[src/rtl/dcache_wt_if.sv]
// dcache_wt_if: external memory port used by the write-through data cache.
// One request is outstanding at a time: m_req (with m_we/m_addr/m_wdata/
// m_wstrb) is held until the memory returns a single-cycle m_ack pulse.
// On a read, m_rdata is valid in the cycle of m_ack.
//   master modport : the cache (drives the request, receives ack/data)
//   slave  modport : the memory (receives the request, drives ack/data)
interface dcache_wt_if;
    logic        m_req;
    logic        m_we;
    logic [31:0] m_addr;
    logic [31:0] m_wdata;
    logic [3:0]  m_wstrb;
    logic [31:0] m_rdata;
    logic        m_ack;

    modport master (
        output m_req, m_we, m_addr, m_wdata, m_wstrb,
        input  m_rdata, m_ack
    );

    modport slave (
        input  m_req, m_we, m_addr, m_wdata, m_wstrb,
        output m_rdata, m_ack
    );
endinterface

[src/rtl/dcache_wt.sv]
// dcache_wt: direct-mapped, write-through, no-write-allocate data cache with
// one-word lines, placed right after the core's Memory stage.
// Ports:
//   clk, rst        clock and asynchronous active-high reset
//   dreq, dwrite    core request and store/load select
//   daddr, dsize    byte address and access size (00 byte, 01 half, else word)
//   ddata           right-aligned store data
//   rdata           full aligned load word (valid while dready_n is low)
//   dready_n        active-low load-data-valid, asserted combinationally on a hit
//   dbusy           high while a memory transaction is in flight
//   inv             invalidate every line
//   mem             external memory port (dcache_wt_if.master)
module dcache_wt #(
    parameter int INDEX_BITS = 6
) (
    input  logic        clk,
    input  logic        rst,
    input  logic        dreq,
    input  logic        dwrite,
    input  logic [31:0] daddr,
    input  logic [1:0]  dsize,
    input  logic [31:0] ddata,
    output logic [31:0] rdata,
    output logic        dready_n,
    output logic        dbusy,
    input  logic        inv,
    dcache_wt_if.master mem
);
    localparam int TAG_BITS = 30 - INDEX_BITS;
    localparam int LINES    = 1 << INDEX_BITS;

    typedef enum logic [1:0] {IDLE, RD_MISS, WR_THRU} state_t;

    state_t                state;
    state_t                next_state;
    logic [LINES-1:0]      valid;
    logic [TAG_BITS-1:0]   tag_mem [LINES];
    logic [31:0]           data_mem [LINES];

    logic [INDEX_BITS-1:0] index;
    logic [TAG_BITS-1:0]   tag;
    logic [INDEX_BITS-1:0] lat_index;
    logic [TAG_BITS-1:0]   lat_tag;
    logic                  hit;
    logic                  load_hit;
    logic                  load_miss;
    logic                  store_req;
    logic                  store_hit;
    logic [31:0]           lane_data;
    logic [3:0]            lane_strb;
    logic [31:0]           m_addr_q;
    logic [31:0]           m_wdata_q;
    logic [3:0]            m_wstrb_q;
    logic                  req_c;
    logic                  we_c;

    assign index     = daddr[INDEX_BITS+1:2];
    assign tag       = daddr[31:INDEX_BITS+2];
    assign hit       = valid[index] && (tag_mem[index] == tag);
    assign load_hit  = (state == IDLE) && dreq && !dwrite && hit;
    assign load_miss = (state == IDLE) && dreq && !dwrite && !hit;
    assign store_req = (state == IDLE) && dreq && dwrite;
    assign store_hit = store_req && hit;

    // Replicate store data across the byte lanes and pick the strobes.
    // Misaligned low address bits are simply ignored for halves and words.
    always_comb begin
        lane_data = ddata;
        lane_strb = 4'b1111;
        case (dsize)
            2'b00: begin
                lane_data = {4{ddata[7:0]}};
                lane_strb = 4'b0001 << daddr[1:0];
            end
            2'b01: begin
                lane_data = {2{ddata[15:0]}};
                lane_strb = 4'b0011 << {daddr[1], 1'b0};
            end
            default: begin
                lane_data = ddata;
                lane_strb = 4'b1111;
            end
        endcase
    end

    always_ff @(posedge clk or posedge rst) begin
        if (rst) state <= IDLE;
        else     state <= next_state;
    end

    // m_req/m_we come straight from the state so that a reset drops the
    // request immediately rather than at the next edge.
    always_comb begin
        next_state = state;
        dbusy      = 1'b0;
        dready_n   = 1'b1;
        rdata      = '0;
        req_c      = 1'b0;
        we_c       = 1'b0;
        case (state)
            IDLE: begin
                if (load_hit) begin
                    dready_n = 1'b0;
                    rdata    = data_mem[index];
                end else if (load_miss) begin
                    next_state = RD_MISS;
                end else if (store_req) begin
                    next_state = WR_THRU;
                end
            end
            RD_MISS: begin
                dbusy = 1'b1;
                req_c = 1'b1;
                if (mem.m_ack) next_state = IDLE;
            end
            WR_THRU: begin
                dbusy = 1'b1;
                req_c = 1'b1;
                we_c  = 1'b1;
                if (mem.m_ack) next_state = IDLE;
            end
            default: next_state = IDLE;
        endcase
    end

    // Request payload is captured when a transaction starts and cleared when
    // it completes, so the bus reads all-zero whenever the cache is idle.
    always_ff @(posedge clk or posedge rst) begin
        if (rst) begin
            m_addr_q  <= '0;
            m_wdata_q <= '0;
            m_wstrb_q <= '0;
            lat_index <= '0;
            lat_tag   <= '0;
        end else if (state == IDLE) begin
            if (load_miss) begin
                m_addr_q  <= {daddr[31:2], 2'b00};
                m_wdata_q <= '0;
                m_wstrb_q <= '0;
                lat_index <= index;
                lat_tag   <= tag;
            end else if (store_req) begin
                m_addr_q  <= {daddr[31:2], 2'b00};
                m_wdata_q <= lane_data;
                m_wstrb_q <= lane_strb;
            end
        end else if (mem.m_ack) begin
            m_addr_q  <= '0;
            m_wdata_q <= '0;
            m_wstrb_q <= '0;
        end
    end

    // inv wins over a completing fill, so a line filled on an inv edge stays
    // invalid.
    always_ff @(posedge clk or posedge rst) begin
        if (rst)                               valid <= '0;
        else if (inv)                          valid <= '0;
        else if (state == RD_MISS && mem.m_ack) valid[lat_index] <= 1'b1;
    end

    // Tag/data arrays need no reset; valid guards them. Store hits merge only
    // the strobed bytes, store misses leave the array alone.
    always_ff @(posedge clk) begin
        if (state == RD_MISS && mem.m_ack) begin
            data_mem[lat_index] <= mem.m_rdata;
            tag_mem[lat_index]  <= lat_tag;
        end else if (store_hit) begin
            for (int b = 0; b < 4; b++) begin
                if (lane_strb[b]) data_mem[index][8*b +: 8] <= lane_data[8*b +: 8];
            end
        end
    end

    assign mem.m_req   = req_c;
    assign mem.m_we    = we_c;
    assign mem.m_addr  = m_addr_q;
    assign mem.m_wdata = m_wdata_q;
    assign mem.m_wstrb = m_wstrb_q;
endmodule

[src/flat_wrapper.sv]
// flat-port wrapper written by rule: the top's interface ports become plain ports
module dcache_wt_flat 
#(
    parameter int INDEX_BITS = 6
)
  (clk, rst, dreq, dwrite, daddr, dsize, ddata, rdata, dready_n, dbusy, inv, mem_m_req, mem_m_we, mem_m_addr, mem_m_wdata, mem_m_wstrb, mem_m_rdata, mem_m_ack);
  dcache_wt_if mem_i ();
  input  logic clk;
  input  logic rst;
  input  logic dreq;
  input  logic dwrite;
  input  logic [31:0] daddr;
  input  logic [1:0] dsize;
  input  logic [31:0] ddata;
  output logic [31:0] rdata;
  output logic dready_n;
  output logic dbusy;
  input  logic inv;
  output wire logic [$bits(mem_i.m_req)-1:0] mem_m_req;
  output wire logic [$bits(mem_i.m_we)-1:0] mem_m_we;
  output wire logic [$bits(mem_i.m_addr)-1:0] mem_m_addr;
  output wire logic [$bits(mem_i.m_wdata)-1:0] mem_m_wdata;
  output wire logic [$bits(mem_i.m_wstrb)-1:0] mem_m_wstrb;
  input wire logic [$bits(mem_i.m_rdata)-1:0] mem_m_rdata;
  input wire logic [$bits(mem_i.m_ack)-1:0] mem_m_ack;
  assign mem_m_req = mem_i.m_req;
  assign mem_m_we = mem_i.m_we;
  assign mem_m_addr = mem_i.m_addr;
  assign mem_m_wdata = mem_i.m_wdata;
  assign mem_m_wstrb = mem_i.m_wstrb;
  assign mem_i.m_rdata = mem_m_rdata;
  assign mem_i.m_ack = mem_m_ack;
  dcache_wt #(.INDEX_BITS(INDEX_BITS)) u_core (.clk(clk), .rst(rst), .dreq(dreq), .dwrite(dwrite), .daddr(daddr), .dsize(dsize), .ddata(ddata), .rdata(rdata), .dready_n(dready_n), .dbusy(dbusy), .inv(inv), .mem(mem_i));
endmodule
[config.mk]
export PLATFORM = sky130hd
export DESIGN_NAME = dcache_wt_flat
export DESIGN_NICKNAME = d
export VERILOG_FILES = /design/src/rtl/dcache_wt_if.sv /design/src/rtl/dcache_wt.sv /design/src/flat_wrapper.sv
export SDC_FILE = /design/constraint.sdc
export NUM_CORES = 2
export LEC_CHECK = 0
export CAP_MARGIN = 5
export CORE_MARGIN = 1
export CORE_UTILIZATION = 46
export DETAILED_ROUTE_END_ITERATION = 10
export PLACE_DENSITY = 0.75
export SLEW_MARGIN = 0
export SYNTH_ARGS = -nofsm -noshare
export SYNTH_HDL_FRONTEND = slang
export SYNTH_SLANG_ARGS = --single-unit
[constraint.sdc]
create_clock -name clk -period 5.1 [get_ports clk]
set_input_delay 0.765 -clock clk [delete_from_list [all_inputs] [get_ports clk]]
set_output_delay 0.765 -clock clk [all_outputs]
set_load 0.01 [all_outputs]
Yosys cells after proc, flatten, opt, wreduce, memory -nomap -nowiden --
Memories as Yosys holds them, arrays and structs flattened. Index checks and enable logic that the tools add are counted.
Cells by class: shift operators 2, magnitude comparators 3, eq/ne operators 7, reductions and logical operators 20, multiplexer cells 51, bitwise gates (word level) 1
Operators with widths (number):
- two-way mux 32 bit | 10
- two-way mux 64 bit | 2
- OR 64 bit | 1
- one-hot mux 32 bit (2 select lines) | 1
- OR reduction 32 bit | 1
- == test 24 bit | 1
- two-way mux 1 bit | 24
- two-way mux 4 bit | 5
- < comparator 6 x 7 -> 1 bit, second input constant | 2
- logical AND 1 bit | 9
- two-way mux 2 bit | 4
- one-hot mux 4 bit (2 select lines) | 1
- binary-select mux 1 bit (select 6 bit) | 1
- demux 1 bit (select 6 bit) | 1
- >= comparator 6 x 1 -> 1 bit, second input constant | 1
- two-way mux 6 bit | 1
- == test 2 x 1 -> 1 bit, second input constant | 2
- zero test 2 bit | 2
- one-hot mux 2 bit (2 select lines) | 1
- AND reduction 2 bit | 2
- nonzero test 2 bit | 2
- left shift 1 x 2 -> 4 bit, first input constant | 1
- left shift 2 x 2 -> 4 bit, first input constant | 1
- inequality test 3 x 1 -> 1 bit, second input constant | 1
- 6 further kinds | 7
Storage, ports and cells: memories kept 2, output and inout port bits 104, RAM bits 3584, flip-flop bits (word level) 164
Memory list:
- u_core.data_mem | depth 64, width 32, read ports 1, clocked after memory_dff 0, wr ports 1, RTL line dcache_wt.sv:38 | logic [31:0] data_mem [LINES];
- u_core.tag_mem | depth 64, width 24, read ports 1, clocked after memory_dff 0, wr ports 1, RTL line dcache_wt.sv:37 | logic [TAG_BITS-1:0] tag_mem [LINES];

Logic depth before layout (Yosys ltp) --
depth in word-level cells 9, depth in mapped cells 20

Worst setup path before layout --
No wires, ideal clock.
path type in2reg, start input port daddr[3], end memory u_core.data_mem[0][16] (data pin), stages on the path 16, data required time 4.538 ns, arrival 5.895 ns, setup time 0.562 ns, slack -1.357 ns, cells stage by stage buf_4 -> buf_2 -> clkbuf_1 -> buf_2 -> mux4_2 -> mux2i_1 -> o22ai_1 -> a2111oi_0 -> a21oi_1 -> nand4b_1 -> a2111o_1 -> nor4_1 -> buf_2 -> buf_6 -> buf_6 -> mux2i_1
On the way: longest elaborated chain between the ends 9, elaborated cells on any way between the ends 20
Ends and longest elaborated chain:
- start, declared | RTL line flat_wrapper.sv:12 | input logic [31:0] daddr;
- memory read (64 x 24 bit) or binary-select mux 1 bit (select 6 bit) (tied branches)
- == test 24 bit or two-way mux 1 bit (tied branches) | RTL line dcache_wt.sv:59 | assign hit = valid[index] && (tag_mem[index] == tag);
- logical AND 1 bit (*) | RTL line dcache_wt.sv:59
- logical AND 1 bit (*) | RTL line dcache_wt.sv:63 | assign store_hit = store_req && hit;
- two-way mux 1 bit | RTL line dcache_wt.sv:168 | end else if (store_hit) begin
- two-way mux 1 bit | RTL line dcache_wt.sv:165 | if (state == RD_MISS && mem.m_ack) begin
- two-way mux 1 bit (not written as such) | RTL line dcache_wt.sv:170 | if (lane_strb[b]) data_mem[index][8*b +: 8] <= lane_data[8*b +: 8];
- OR reduction 32 bit (no line) (*)
- two-way mux 32 bit (no line) (*)
- end, declared | RTL line dcache_wt.sv:38
Mark *: on every way between the ends. The rest lies on a longest branch, timed or not. The select of a mux whose other input is x is not followed.

Worst setup path after layout --
start input port daddr[4], end output port rdata[29]
On the way: longest elaborated chain between the ends 6, elaborated cells on any way between the ends 9
Ends and longest elaborated chain:
- memory read (64 x 24 bit) or binary-select mux 1 bit (select 6 bit) (tied branches)
- == test 24 bit or two-way mux 1 bit (tied branches) | RTL line dcache_wt.sv:59
- logical AND 1 bit | RTL line dcache_wt.sv:59
- logical AND 1 bit | RTL line dcache_wt.sv:60 | assign load_hit = (state == IDLE) && dreq && !dwrite && hit;
- two-way mux 32 bit (*) | RTL line dcache_wt.sv:102 | if (load_hit) begin
- two-way mux 32 bit (*) | RTL line dcache_wt.sv:100 | case (state)
- end, declared | RTL line flat_wrapper.sv:15 | output logic [31:0] rdata;
Marked as above.

==> summary.md <==
| Metric | Value |
|---|---|
| Status | finished with violations |
| Failing checks | negative setup slack |
| Final net count | 8106 |
| Bufs on Longest Clock Path | 4 |
| P_sw | 18.2 mW |
| Combinational Power Share | 10.5% |
| Multi-input logic area | 34800 um2 |
| Starting density of the core | 46.3% |
| GRT Total Usage | 25.7% |
| Die width | 568 um |
| Synth unique cells | 75 |
| Power per cell area | 416 nW/um2 |
| Class of the worst hold path | in2async |
| Ports | 208 |
| Worst-path clk slew | 0.06 ns |
| Vias in the first global route | 78100 |
| Max Fclk | 180 MHz |
| Post-synth ARST share | 4.32% |
| Routability cong. | 0.906 |
| CTS Sinks | 3746 |
| Synth Area in Simple Gates | 2.63% |
| Max IR drop VDD | 0.000983 V |
| Area growth, synth to finish | 18.0% |
| EDFF count, synth | 3584 |
| TritonCTS clock tree | built |
| Initial antenna violation count | 28 |
| PortBufs | 205 |
| Final worst-path cycle share | 109% |
| Max stage delay on crit path | 0.39 ns |
| Synth Area in Compound Gates | 1.94% |
| Fin Setup TNS | -48.40 ns |
| Met2 Use GR | 40.1% |
| Final hold vios | 0 |
| DRT iter0 DRCs | 12200 |
| Final setup viols | 787 |
| Post-Syn Area | 148000 um2 |
| RSZ-0062 raised after global routing | true |
| Post-DRT Antenna Nets | 0 |
| P_int | 54.2 mW |
| Arrival @ worst endpoint | 4.78 ns |
| Worst reg2reg startpoint | u_core.tag_mem[27][23] |
| CP max stage cell | a2111oi_4 |
| Core ar. | 319000 um2 |
| Placed Cells | 11700 |
| Max cap viols | 0 |
| Largest net degree at the start of global routing | 125 |
| Critical path origin | daddr[4] |
| Multiplexer share of the synthesized area | 17.8% |
| Largest family of logic cells by synthesized area | multiplexers |
| Layout cells sized above 1 | 32.1% |
| Fin Clk Skew | 0.0777 ns |
| Routing usage on met3 | 6.41% |
| Top cell by count, worst path | buf_12 |
| GR peak layer | met2 |
| Most common cell after layout, fill and taps aside | edfxtp_1 |
| Vias per std cell | 6.36 |
| Die outline height | 568 um |
| Crit Path Max Fanout | 15 |
| Hold_ws | 0.348 ns |
| Critical path type | in2out |
| Post-route insts no fill | 12500 |
| CTS buffer count | 363 |
| Syn. warnings | 0 |
| Slew headroom | 6.92% |
| Reg power frac | 52.6% |
| Wire length per cell | 34.2 um |
| Gr ovfl total | 0 |
| Leakage power | 56.7 nW |
| Final min period | 5.54 ns |
| Post-Synth Adder-Cell Area | 0.0254% |
| FF/Latch Area | 112000 um2 |
| Ys flop type | edfxtp_1 |
| Worst path required time | 4.34 ns |
| Crit path buffers/inverters | 10 |
| Core Util, Final | 54.6% |
| Xor/xnor share of the synthesized area | 0.119% |
| Slew Viols, Final | 0 |
| Post-synthesis sequential area ratio | 75.7% |
| Initial DRT Pass Iterations | 6 |
| Final wirelength | 427000 um |
| Worst-path cell chain | buf_4 > buf_12 > and2_4 > buf_12 > buf_4 > a22oi_1 > a21oi_1 > nor4_1 > buf_4 > xnor2_1 > nand3_1 > a2111oi_4 > and4_4 > buf_12 > buf_12 > buf_8 > buf_6 > and3_4 > buf_6 |
| Post-Synthesis Cells | 7090 |
| Post-route setup slack | -0.443 ns |
| CP top delay family | buffers and inverters |
| Fill cell count | 22900 |
| # DRC | 0 |
| Worst Setup End Kind | output pin |
| Seq cells post-synth | 3746 |
| DP HPWL | 260000 um |
| Syn Area/Cell | 20.8 um2 |
| Most frequent cells in the layout | edfxtp_1 (3584), mux4_2 (899), buf_4 (547) |
| First-pass GRT wire length | 589000 um |
| Slew @ Worst Pin | 1.40 ns |
| # H-tree levels | 5 |
| Startpoint types | input port |
| M1 GR Usage | 33.2% |
| Power share of the clock group | 36.9% |
| Worst skew pair latency | 0.91 ns |
| Die ar. | 323000 um2 |
| Switching share of power | 25.1% |
| # rows | 207 |
| Root Driver | clkbuf_16 |
| Routed via count | 79300 |
[metrics by stage]
step / setup WS, ns / power [mW] / cell area (um2)
after floorplan: -0.0293 / 41.1 / 148000
after global placement: -1.17 / 45.3 / 160000
after detailed placement: -1.08 / 45.6 / 160000
after CTS: -0.704 / 71.9 / 173000
after global routing: -0.378 / 73.8 / 174000
final: -0.443 / 72.4 / 174000
[cell type report]
cell class	instances	area share (%)
flip-flops and latches	3746	64.2
multi-input cells	2837	20.0
repair buffers	969	5.92
clock buffers	466	5.59
well taps	4180	3.01
clock inverters	192	1.08
inverters	82	0.185
diodes	6	0.00863
[flip-flops by register name, summed over array words and instances, names as in the netlist]
name and count:
u_core.state 2, u_core.lat_tag 24, u_core.mem.m_wstrb 4, u_core.valid 64
u_core.mem.m_addr 30, u_core.mem.m_wdata 32, u_core.lat_index 6, u_core.tag_mem 1536
u_core.data_mem 2048
[synthesized netlist by cell type (all sizes together), types with 6 or more instances]
cell type | n | area share [%]
mux4 | 901 | 14
nand2b | 8 | 0.034
a21oi | 51 | 0.18
nor2b | 8 | 0.034
nand3b | 7 | 0.036
nand2 | 150 | 0.38
or3 | 8 | 0.034
a2111oi | 6 | 0.036
a22oi | 138 | 0.70
clkbuf | 220 | 0.56
xnor2 | 20 | 0.12
a31oi | 14 | 0.059
a221oi | 15 | 0.089
edfxtp | 3584 | 73
mux2 | 93 | 0.71
buf | 206 | 0.97
nand4 | 6 | 0.025
o22ai | 50 | 0.21
o21ba | 15 | 0.10
nor2 | 581 | 1.5
and3 | 44 | 0.19
dfrtp | 162 | 2.7
nor3 | 21 | 0.071
inv | 80 | 0.20
o21ai | 52 | 0.18
nand3 | 40 | 0.14
o31ai | 7 | 0.036
nor4 | 13 | 0.055
mux2i | 496 | 3.4
or2 | 9 | 0.038
[per-layer routing]
layer | wire length [um] | vias up
li1 | - | 31000
met1 | 149000 | 41400
met2 | 200000 | 5910
met3 | 51000 | 1027
met4 | 26200 | 18
met5 | 125 | -
[power groups by stage]
stage | sequential [mW] | clock, mW | combinational (mW)
2_1_floorplan | 38.1 | 0 | 3.02
3_5_place_dp | 38.7 | 0 | 6.97
5_1_grt | 38.1 | 27.9 | 7.80
3_3_place_gp | 38.5 | 0 | 6.82
4_1_cts | 38.0 | 26.8 | 7.09
6_report | 38.1 | 26.7 | 7.60
[what timing repair did]
| item | in CTS | in global routing |
|---|---|---|
| hold buffers | 0 | 0 |
| pin swaps | 1 | 21 |
| endpoints found under the setup margin | 506 | 1737 |
| resized for setup | 210 | 242 |
| setup buffers | 15 | 36 |
| gates cloned | 3 | 13 |
[cell families after synthesis]
kind of cell,count (synthesis)
and+or+nand+nor,917
buffers and inverters,508
muxes,1490
adders and majority gates,3
other,1
DFF,3746
AOI/OAI and AO/OA,405
xor gates and xnor gates,20
[path summary, 6_finish.rpt]
check / to / slack, ns / depth (start not counted)
max: rdata[29] / -0.44 / 19
min: u_core.mem.m_wdata[27] / 0.35 / 2
max reg2reg: u_core.data_mem[28][19] / 0 / 19
min reg2reg: u_core.valid[25] / 0.49 / 2
max in group asynchronous: u_core.lat_tag[9] / 3.78 / 3
min in group clk: u_core.valid[52] / 0.40 / 2
Power figures use the tool's default switching activity.
